## src/rtl/cpu_seq_ctrl_pkg.sv

```systemverilog
// Shared types for the accumulator CPU sequencer:
// FSM states, opcode encodings and the opcode classifier.
package cpu_pkg;

  typedef enum logic [2:0] {
    IDLE,
    FETCH,
    EXEC,
    MEM,
    HALT
  } state_e;

  localparam logic [2:0] OP_STA = 3'b001;
  localparam logic [2:0] OP_LDA = 3'b010;
  localparam logic [2:0] OP_CLA = 3'b011;
  localparam logic [2:0] OP_COM = 3'b100;
  localparam logic [2:0] OP_JMP = 3'b101;

  localparam logic [3:0] OP_ADD = 4'b1000;
  localparam logic [3:0] OP_BAN = 4'b1100;
  localparam logic [3:0] OP_SHR = 4'b1101;
  localparam logic [3:0] OP_CSL = 4'b1110;
  localparam logic [3:0] OP_STP = 4'b1111;

  typedef enum logic [3:0] {
    K_ILL,
    K_STA,
    K_LDA,
    K_CLA,
    K_COM,
    K_JMP,
    K_ADD,
    K_BAN,
    K_SHR,
    K_CSL,
    K_STP
  } kind_e;

  function automatic kind_e op_kind(
    input logic       mode,
    input logic [2:0] s,
    input logic [3:0] l
  );
    kind_e k;
    k = K_ILL;
    unique case (1'b1)
      !mode && s == OP_STA: k = K_STA;
      !mode && s == OP_LDA: k = K_LDA;
      !mode && s == OP_CLA: k = K_CLA;
      !mode && s == OP_COM: k = K_COM;
      !mode && s == OP_JMP: k = K_JMP;
      mode && l == OP_ADD:  k = K_ADD;
      mode && l == OP_BAN:  k = K_BAN;
      mode && l == OP_SHR:  k = K_SHR;
      mode && l == OP_CSL:  k = K_CSL;
      mode && l == OP_STP:  k = K_STP;
      default:              k = K_ILL;
    endcase
    return k;
  endfunction

endpackage

```

## src/rtl/cpu_seq_ctrl_if.sv

```systemverilog
// Data-memory req/ack bus between the sequencer
// and the data RAM.
interface cpu_seq_ctrl_if #(
  parameter int AW = 8
);
  logic          mem_req;
  logic          mem_we;
  logic [AW-1:0] mem_addr;
  logic          mem_ack;

  modport master (
    output mem_req,
    output mem_we,
    output mem_addr,
    input  mem_ack
  );

  modport slave (
    input  mem_req,
    input  mem_we,
    input  mem_addr,
    output mem_ack
  );
endinterface

```

## src/rtl/cpu_seq_ctrl.sv

```systemverilog
// Fetch/execute sequencer: owns the PC, latches the
// decoded IR and issues accumulator strobes and memory requests.
module cpu_seq_ctrl
  import cpu_pkg::*;
#(
  parameter int              PC_W     = 8,
  parameter logic [PC_W-1:0] RESET_PC = '0
) (
  input  logic            clk,
  input  logic            rst_n,
  input  logic            start,
  output logic [PC_W-1:0] pc,
  input  logic            ins_mode,
  input  logic [2:0]      ins_short,
  input  logic [3:0]      ins_long,
  input  logic [PC_W-1:0] data_addr,
  input  logic            acc_neg,
  output logic            acc_clr,
  output logic            acc_com,
  output logic            acc_csl,
  output logic            acc_shr,
  output logic            acc_ld,
  output logic            alu_add,
  cpu_seq_ctrl_if.master  mem,
  output logic            busy,
  output logic            halted,
  output logic            illegal
);

  state_e          state;
  logic            ir_mode;
  logic [2:0]      ir_short;
  logic [3:0]      ir_long;
  logic [PC_W-1:0] ir_addr;
  kind_e           kind;

  assign kind   = op_kind(ir_mode, ir_short, ir_long);
  assign busy   = (state == FETCH) || (state == EXEC)
               || (state == MEM);
  assign halted = (state == HALT);

  always_ff @(posedge clk or negedge rst_n) begin
    if (!rst_n) begin
      state        <= IDLE;
      pc           <= RESET_PC;
      ir_mode      <= 1'b0;
      ir_short     <= '0;
      ir_long      <= '0;
      ir_addr      <= '0;
      illegal      <= 1'b0;
      acc_clr      <= 1'b0;
      acc_com      <= 1'b0;
      acc_csl      <= 1'b0;
      acc_shr      <= 1'b0;
      acc_ld       <= 1'b0;
      alu_add      <= 1'b0;
      mem.mem_req  <= 1'b0;
      mem.mem_we   <= 1'b0;
      mem.mem_addr <= '0;
    end else begin
      acc_clr <= 1'b0;
      acc_com <= 1'b0;
      acc_csl <= 1'b0;
      acc_shr <= 1'b0;
      acc_ld  <= 1'b0;
      alu_add <= 1'b0;
      case (state)
        IDLE: begin
          if (start) begin
            pc    <= RESET_PC;
            state <= FETCH;
          end
        end
        FETCH: begin
          ir_mode  <= ins_mode;
          ir_short <= ins_short;
          ir_long  <= ins_long;
          ir_addr  <= data_addr;
          state    <= EXEC;
        end
        EXEC: begin
          unique case (kind)
            K_CLA: begin
              acc_clr <= 1'b1;
              pc      <= pc + 1'b1;
              state   <= FETCH;
            end
            K_COM: begin
              acc_com <= 1'b1;
              pc      <= pc + 1'b1;
              state   <= FETCH;
            end
            K_CSL: begin
              acc_csl <= 1'b1;
              pc      <= pc + 1'b1;
              state   <= FETCH;
            end
            K_SHR: begin
              acc_shr <= 1'b1;
              pc      <= pc + 1'b1;
              state   <= FETCH;
            end
            K_JMP: begin
              pc    <= ir_addr;
              state <= FETCH;
            end
            K_BAN: begin
              pc    <= acc_neg ? ir_addr : pc + 1'b1;
              state <= FETCH;
            end
            K_LDA, K_ADD, K_STA: begin
              mem.mem_req  <= 1'b1;
              mem.mem_we   <= (kind == K_STA);
              mem.mem_addr <= ir_addr;
              state        <= MEM;
            end
            K_STP: state <= HALT;
            default: begin
              illegal <= 1'b1;
              state   <= HALT;
            end
          endcase
        end
        MEM: begin
          if (mem.mem_ack) begin
            acc_ld      <= (kind == K_LDA);
            alu_add     <= (kind == K_ADD);
            pc          <= pc + 1'b1;
            mem.mem_req <= 1'b0;
            mem.mem_we  <= 1'b0;
            state       <= FETCH;
          end
        end
        HALT: begin
          if (start) begin
            pc      <= RESET_PC;
            illegal <= 1'b0;
            state   <= FETCH;
          end
        end
        default: state <= IDLE;
      endcase
    end
  end

endmodule
```

## src/flat_wrapper.sv

```systemverilog
// flat-port wrapper written by rule: the top's interface ports become plain ports
module cpu_seq_ctrl_flat import cpu_pkg::*;
#(
  parameter int              PC_W     = 8,
  parameter logic [PC_W-1:0] RESET_PC = '0
)
  (clk, rst_n, start, pc, ins_mode, ins_short, ins_long, data_addr, acc_neg, acc_clr, acc_com, acc_csl, acc_shr, acc_ld, alu_add, busy, halted, illegal, mem_mem_req, mem_mem_we, mem_mem_addr, mem_mem_ack);
  cpu_seq_ctrl_if mem_i ();
  input  logic clk;
  input  logic rst_n;
  input  logic start;
  output logic [PC_W-1:0] pc;
  input  logic ins_mode;
  input  logic [2:0] ins_short;
  input  logic [3:0] ins_long;
  input  logic [PC_W-1:0] data_addr;
  input  logic acc_neg;
  output logic acc_clr;
  output logic acc_com;
  output logic acc_csl;
  output logic acc_shr;
  output logic acc_ld;
  output logic alu_add;
  output logic busy;
  output logic halted;
  output logic illegal;
  output wire logic [$bits(mem_i.mem_req)-1:0] mem_mem_req;
  output wire logic [$bits(mem_i.mem_we)-1:0] mem_mem_we;
  output wire logic [$bits(mem_i.mem_addr)-1:0] mem_mem_addr;
  input wire logic [$bits(mem_i.mem_ack)-1:0] mem_mem_ack;
  assign mem_mem_req = mem_i.mem_req;
  assign mem_mem_we = mem_i.mem_we;
  assign mem_mem_addr = mem_i.mem_addr;
  assign mem_i.mem_ack = mem_mem_ack;
  cpu_seq_ctrl #(.PC_W(PC_W), .RESET_PC(RESET_PC)) u_core (.clk(clk), .rst_n(rst_n), .start(start), .pc(pc), .ins_mode(ins_mode), .ins_short(ins_short), .ins_long(ins_long), .data_addr(data_addr), .acc_neg(acc_neg), .acc_clr(acc_clr), .acc_com(acc_com), .acc_csl(acc_csl), .acc_shr(acc_shr), .acc_ld(acc_ld), .alu_add(alu_add), .mem(mem_i), .busy(busy), .halted(halted), .illegal(illegal));
endmodule
```

## config.mk

```make
export PLATFORM = sky130hd
export DESIGN_NAME = cpu_seq_ctrl_flat
export DESIGN_NICKNAME = d
export VERILOG_FILES = /design/src/rtl/cpu_seq_ctrl_pkg.sv /design/src/rtl/cpu_seq_ctrl_if.sv /design/src/rtl/cpu_seq_ctrl.sv /design/src/flat_wrapper.sv
export SDC_FILE = /design/constraint.sdc
export NUM_CORES = 1
export LEC_CHECK = 0
export CORE_AREA = 10 10 71 88
export DETAILED_ROUTE_END_ITERATION = 10
export DIE_AREA = 0 0 81 98
export HOLD_SLACK_MARGIN = 0.05
export PLACE_DENSITY = 0.87
export RECOVER_POWER = 100
export SYNTH_ARGS = -nofsm -noshare
export SYNTH_HDL_FRONTEND = slang
export SYNTH_SLANG_ARGS = --single-unit
```

## constraint.sdc

```tcl
create_clock -name clk -period 2.25 [get_ports clk]
set_input_delay 0.45 -clock clk [delete_from_list [all_inputs] [get_ports clk]]
set_output_delay 0.45 -clock clk [all_outputs]
set_load 0.05 [all_outputs]
```

# == Word-level counts from Yosys, hierarchy flattened ==
# Cells that the tools add are included.
# totals
ff_bits,44
out_inout_bits,27
wordCells,104
# classes
n_eq_ne,30
reduce_logical,27
n_addsub,1
n_mux,30
# op_table
cell,n
one-hot mux 8 bit (3 select lines),2
one-hot mux 4 bit (10 select lines),1
== test 4 bit (second input constant),8
2-to-1 mux 8 bit,3
2-to-1 mux 1 bit,17
== test 4 x 3 -> 1 bit (second input constant),4
== test 3 x 2 -> 1 bit (second input constant),4
one-hot mux 3 bit (4 select lines),1
logical AND 1 bit,10
OR reduction 10 bit,1
== test 3 bit (second input constant),3
adder 8 x 1 -> 8 bit (second input constant),1
== test 4 x 2 -> 1 bit (second input constant),2
inequality test 2 bit (second input constant),4
== test 3 x 1 -> 1 bit (second input constant),2
2-to-1 mux 3 bit,2
one-hot mux 1 bit (2 select lines),3
one-hot mux 3 bit (2 select lines),1
AND reduction 3 bit,2
OR reduction 6 bit,1
== test 4 x 1 -> 1 bit (second input constant),1
inequality test 4 bit (second input constant),1
AND reduction 2 bit,2
AND reduction 4 bit,1
9 further kinds,11

# == Logic depth before layout (Yosys ltp) ==
# logic_depth
ltp_word,7
depth_mapped,7
mapped_depth_nobuf,5

# == Least setup slack after synthesis ==
# OpenSTA, ideal clock, no wires.
# synth_timing
path_type,register to register
start,register u_core.pc[2]
end,register u_core.pc[5]
synth_period_minus_slack_ps,1765
path_stages_with_launch,5
arrival_ps,1679
required_ps,2163
path_slack_ps,485
cell_sequence,dfrtp_1 nand4_1 or3_1 or3_1 o211ai_1
# synth_between
elab_chain_len,4
# synth_lines
element,line,text
"start, declared",cpu_seq_ctrl.sv:12,"output logic [PC_W-1:0] pc,"
"start signal, assigned",cpu_seq_ctrl.sv:85,pc <= pc + 1'b1;
"start signal, assigned",cpu_seq_ctrl.sv:90,pc <= pc + 1'b1;
"start signal, assigned",cpu_seq_ctrl.sv:95,pc <= pc + 1'b1;
adder 8 x 1 -> 8 bit (*),-,
2-to-1 mux 8 bit,cpu_seq_ctrl.sv:108,pc <= acc_neg ? ir_addr : pc + 1'b1;
one-hot mux 8 bit (3 select lines),cpu_seq_ctrl.sv:82,unique case (kind)
one-hot mux 8 bit (3 select lines) (*),cpu_seq_ctrl.sv:67,case (state)
# Mark *: on every way between the ends. The rest lies on a longest branch, timed or not. The select of a mux whose other input is x is not followed.
# A chain may end at the register's enable or synchronous reset.

# == Worst setup path after layout ==
# layout_timing
start,register u_core.pc[2]
end,output port pc[2]
# layout_rtl
element,line,text
"end, declared",flat_wrapper.sv:12,output logic [PC_W-1:0] pc;
# No word-level cell between the ends.

==> qor.tcl <==
set qor(outcome) {finished clean}
set qor(reg2reg_from) {u_core.ir_long[0]}
set qor(floorplan.die_area_um2) 7938
set qor(min-delay-path-class) {input pin to asynchronous set/reset pin}
set qor(setup-violations-final) 0
set qor(boundaryPins) 48
set qor(final_period_minus_worst_setup_slack_ns) 2.141
set qor(relSlewSlack) 0.2848
set qor(design.core.area_um2) 4624
set qor(antenna_found_initial) 0
set qor(antenna_cells) 0
set qor(power_per_cell_area_nw_per_um2) 1500
set qor(yosys_most_used_dff) {sky130_fd_sc_hd__dfrtp_1}
set qor(proportion_of_layout_cells_with_a_drive_suffix_above_1) 0.1680
set qor(critPathSlowestCell) {sky130_fd_sc_hd__dlygate4sd3_1}
set qor(critPathMaxStageDelay_ns) 0.92
set qor(timing.setup.critical_path_class) {flop to output pin}
set qor(timing.max_cap.violations) 0
set qor(clk_transition_reported_paths_ns) 0.08
set qor(synthesis.nets) 221
set qor(synth.yosys.seq_area_share) 0.4991
set qor(clock_sink_count) 44
set qor(ctsHoldBuffers) 0
set qor(cts_setup_buffers) 0
set qor(initial_core_util) 0.4770
set qor(vdd_ir_drop_max_uv) 763.4
set qor(r2r_end) {u_core.mem.mem_addr[4]}
set qor(yosys_register_bits) 44
set qor(route.detailed.drc) 0
set qor(number_of_synthesized_flops_with_an_enable_pin) 0
set qor(gp_congestion) 0.8603
set qor(cp.buffers_inverters) 1
set qor(setup.worst_path.end_class) {output pin}
set qor(placement.io_buffers) 47
set qor(hpwl_mm) 3.941
set qor(fin_crit_sh) 0.9518
set qor(first_pass_grt_wire_length_mm) 8.790
set qor(post_synth.cell_area_avg_um2) 11.08
set qor(power.total_w) 0.004170
set qor(worst-r2r-setup-slack_ns) 0.29
set qor(ant_nets) 0
set qor(via_count_of_the_first_global_routing_pass) 1814
set qor(final_hold_viol_count) 0
set qor(grt-ovfl-total) 0
set qor(htree_num_levels) 2
set qor(core.rowCount) 28
set qor(required_ns) 1.80
set qor(path_delay_family) {buffers and inverters}
set qor(crit_chain) {dlygate4sd3_1}
set qor(ys_types) 56
set qor(timing.setup.tns_ns) 0
set qor(max_freq_mhz) 467.0
set qor(grtUsageTotal) 0.1363
set qor(cts_resized) 0
set qor(rsz_0062_raised_after_global_routing) {false}
set qor(max_slew.worst_pin.slew_ns) 1.073
set qor(worst_endpoint_data_arrival_time_ns) 1.69
set qor(worstPathMaxFanout) 7
set qor(drt-vias-per-instance) 5.494
set qor(tritoncts_clock_tree) {yes}
set qor(finalClockSkew_ns) 0.009347
set qor(clk_latency_ns) 0.30
set qor(timing.final.max_slew_violations) 0
set qor(power.leakage_nw) 1.222
set qor(final_net_count) 272
set qor(clock_tree.buffer_depth) 2
set qor(synth_area_um2) 2206
set qor(drtIter0Drc) 147
set qor(clock-root-buffer) {sky130_fd_sc_hd__clkbuf_8}
set qor(ff2ff_path_depth) 4
set qor(grt_start_max_net_pins) 45
set qor(totalWireLength_mm) 5.205
set qor(total_cts_buffers) 5
set qor(synthesis.instances) 199
set qor(routed_wirelength_normalized_by_instance_count_um) 16.79
set qor(async_flop_share) 1.000
set qor(worst_setup_path_start_kind) {flop}
set qor(yosysWarnings) 0
set qor(fp.dieH_um) 98
set qor(dieWidth_um) 81
set qor(detailedRoute.firstPassIterationCount) 4
set qor(routed-via-count) 1703
set qor(layout_area_growth_over_synthesis_pct) 26.04
## cells by family (layout without fill, tap and decap cells)
group,count (synthesis),after routing,share of synthesized area
simple gates,72,72,0.1895
compound gates,46,46,0.1537
flops,44,44,0.4992
mux,21,21,0.1072
buf+inv,13,64,0.03687
xor+xnor,2,2,0.007942
fa+ha+maj,1,1,0.005671
## Yosys cell counts (all sizes together), types with 2 or more instances
cell     instances  area share
buf              6       0.020
or3              2      0.0057
dfrtp           44        0.50
nor3             5       0.011
nand2           18       0.032
o41ai            2      0.0079
mux2            21        0.11
o21a             3       0.010
nand4bb          2       0.015
o21ai           16       0.038
a21oi            6       0.015
inv              6       0.010
nand3            7       0.016
and2             2      0.0057
a22oi            2      0.0068
a31oi            2       0.012
nor3b            6       0.020
a22o             3       0.012
and3             5       0.015
or2              4       0.011
nor2            13       0.029
## report_power, final
group	leakage (nW)	internal (W)	total (W)	switching, W
Sequential	0.554	0.00112	0.00150	0.000382
Combinational	0.627	0.000851	0.00220	0.00135
Clock	0.0410	0.000211	0.000466	0.000255
## registers in the layout (all words and copies together), names as in the netlist
name                 flops
u_core.illegal           1
u_core.alu_add           1
u_core.acc_clr           1
u_core.acc_com           1
u_core.acc_csl           1
u_core.ir_mode           1
u_core.state             3
u_core.mem.mem_req       1
u_core.acc_shr           1
u_core.pc                8
u_core.ir_long           4
u_core.mem.mem_addr      8
u_core.acc_ld            1
u_core.mem.mem_we        1
u_core.ir_short          3
u_core.ir_addr           8
## worst max-delay path by stage
stage                 startpoint           end  slack (ns)  depth (start not counted)
finish              u_core.pc[2]         pc[2]        0.11                          1
global route        u_core.pc[2]         pc[2]        0.08                          1
CTS                 u_core.pc[2]         pc[2]        0.15                          1
detailed placement         start  u_core.pc[2]        0.06                          6
global placement           start  u_core.pc[2]         0.1                          6
floorplan           u_core.pc[2]  u_core.pc[5]        0.48                          4
## placed cells by master (no fill, tap or decap), types with 5 or more instances in the layout
cell type	n
sky130_fd_sc_hd__dfrtp_1	44
sky130_fd_sc_hd__dlygate4sd3_1	25
sky130_fd_sc_hd__nor2_1	12
sky130_fd_sc_hd__clkbuf_8	5
sky130_fd_sc_hd__nand2_1	18
sky130_fd_sc_hd__mux2_2	17
sky130_fd_sc_hd__o21ai_0	15
sky130_fd_sc_hd__nor3_1	5
sky130_fd_sc_hd__nand3_1	7
sky130_fd_sc_hd__a21oi_1	5
sky130_fd_sc_hd__inv_1	6
sky130_fd_sc_hd__nor3b_1	6
sky130_fd_sc_hd__clkdlybuf4s50_1	19
## per-layer routing
metal,up-vias,global-route usage,share of wire
met5,-,0,0
met4,0,0.05207,0.015
met3,5,0.03761,0.056
met2,42,0.2365,0.53
met1,826,0.1516,0.40
li1,830,-,-
## cell type report
cell class                 instances  area [µm²]
fill                             407        1844
sequential                        44        1101
multi-input combinational        142        1012
timing repair buffer              51       491.7
tap                               60       75.07
clock buffer                       6       72.57
inverter                           6       22.52
clock inverter                     1       5.005
## through the flow
stage | instances | area, µm² | utilization | hold WS (ns) | worst slack (ns)
after CTS | 310 | 2808 | 0.6071 | 0.2414 | 0.1523
after global routing | 310 | 2780 | 0.6012 | 0.5183 | 0.07911
after floorplan | 199 | 2206 | - | 0.1544 | 0.4848
after global placement | 303 | 2730 | 0.5904 | 0.4637 | 0.09503
after detailed placement | 303 | 2730 | 0.5904 | 0.4695 | 0.05870
final | 310 | 2780 | 0.6012 | 0.4201 | 0.1085
(Power assumes the default switching activity.)
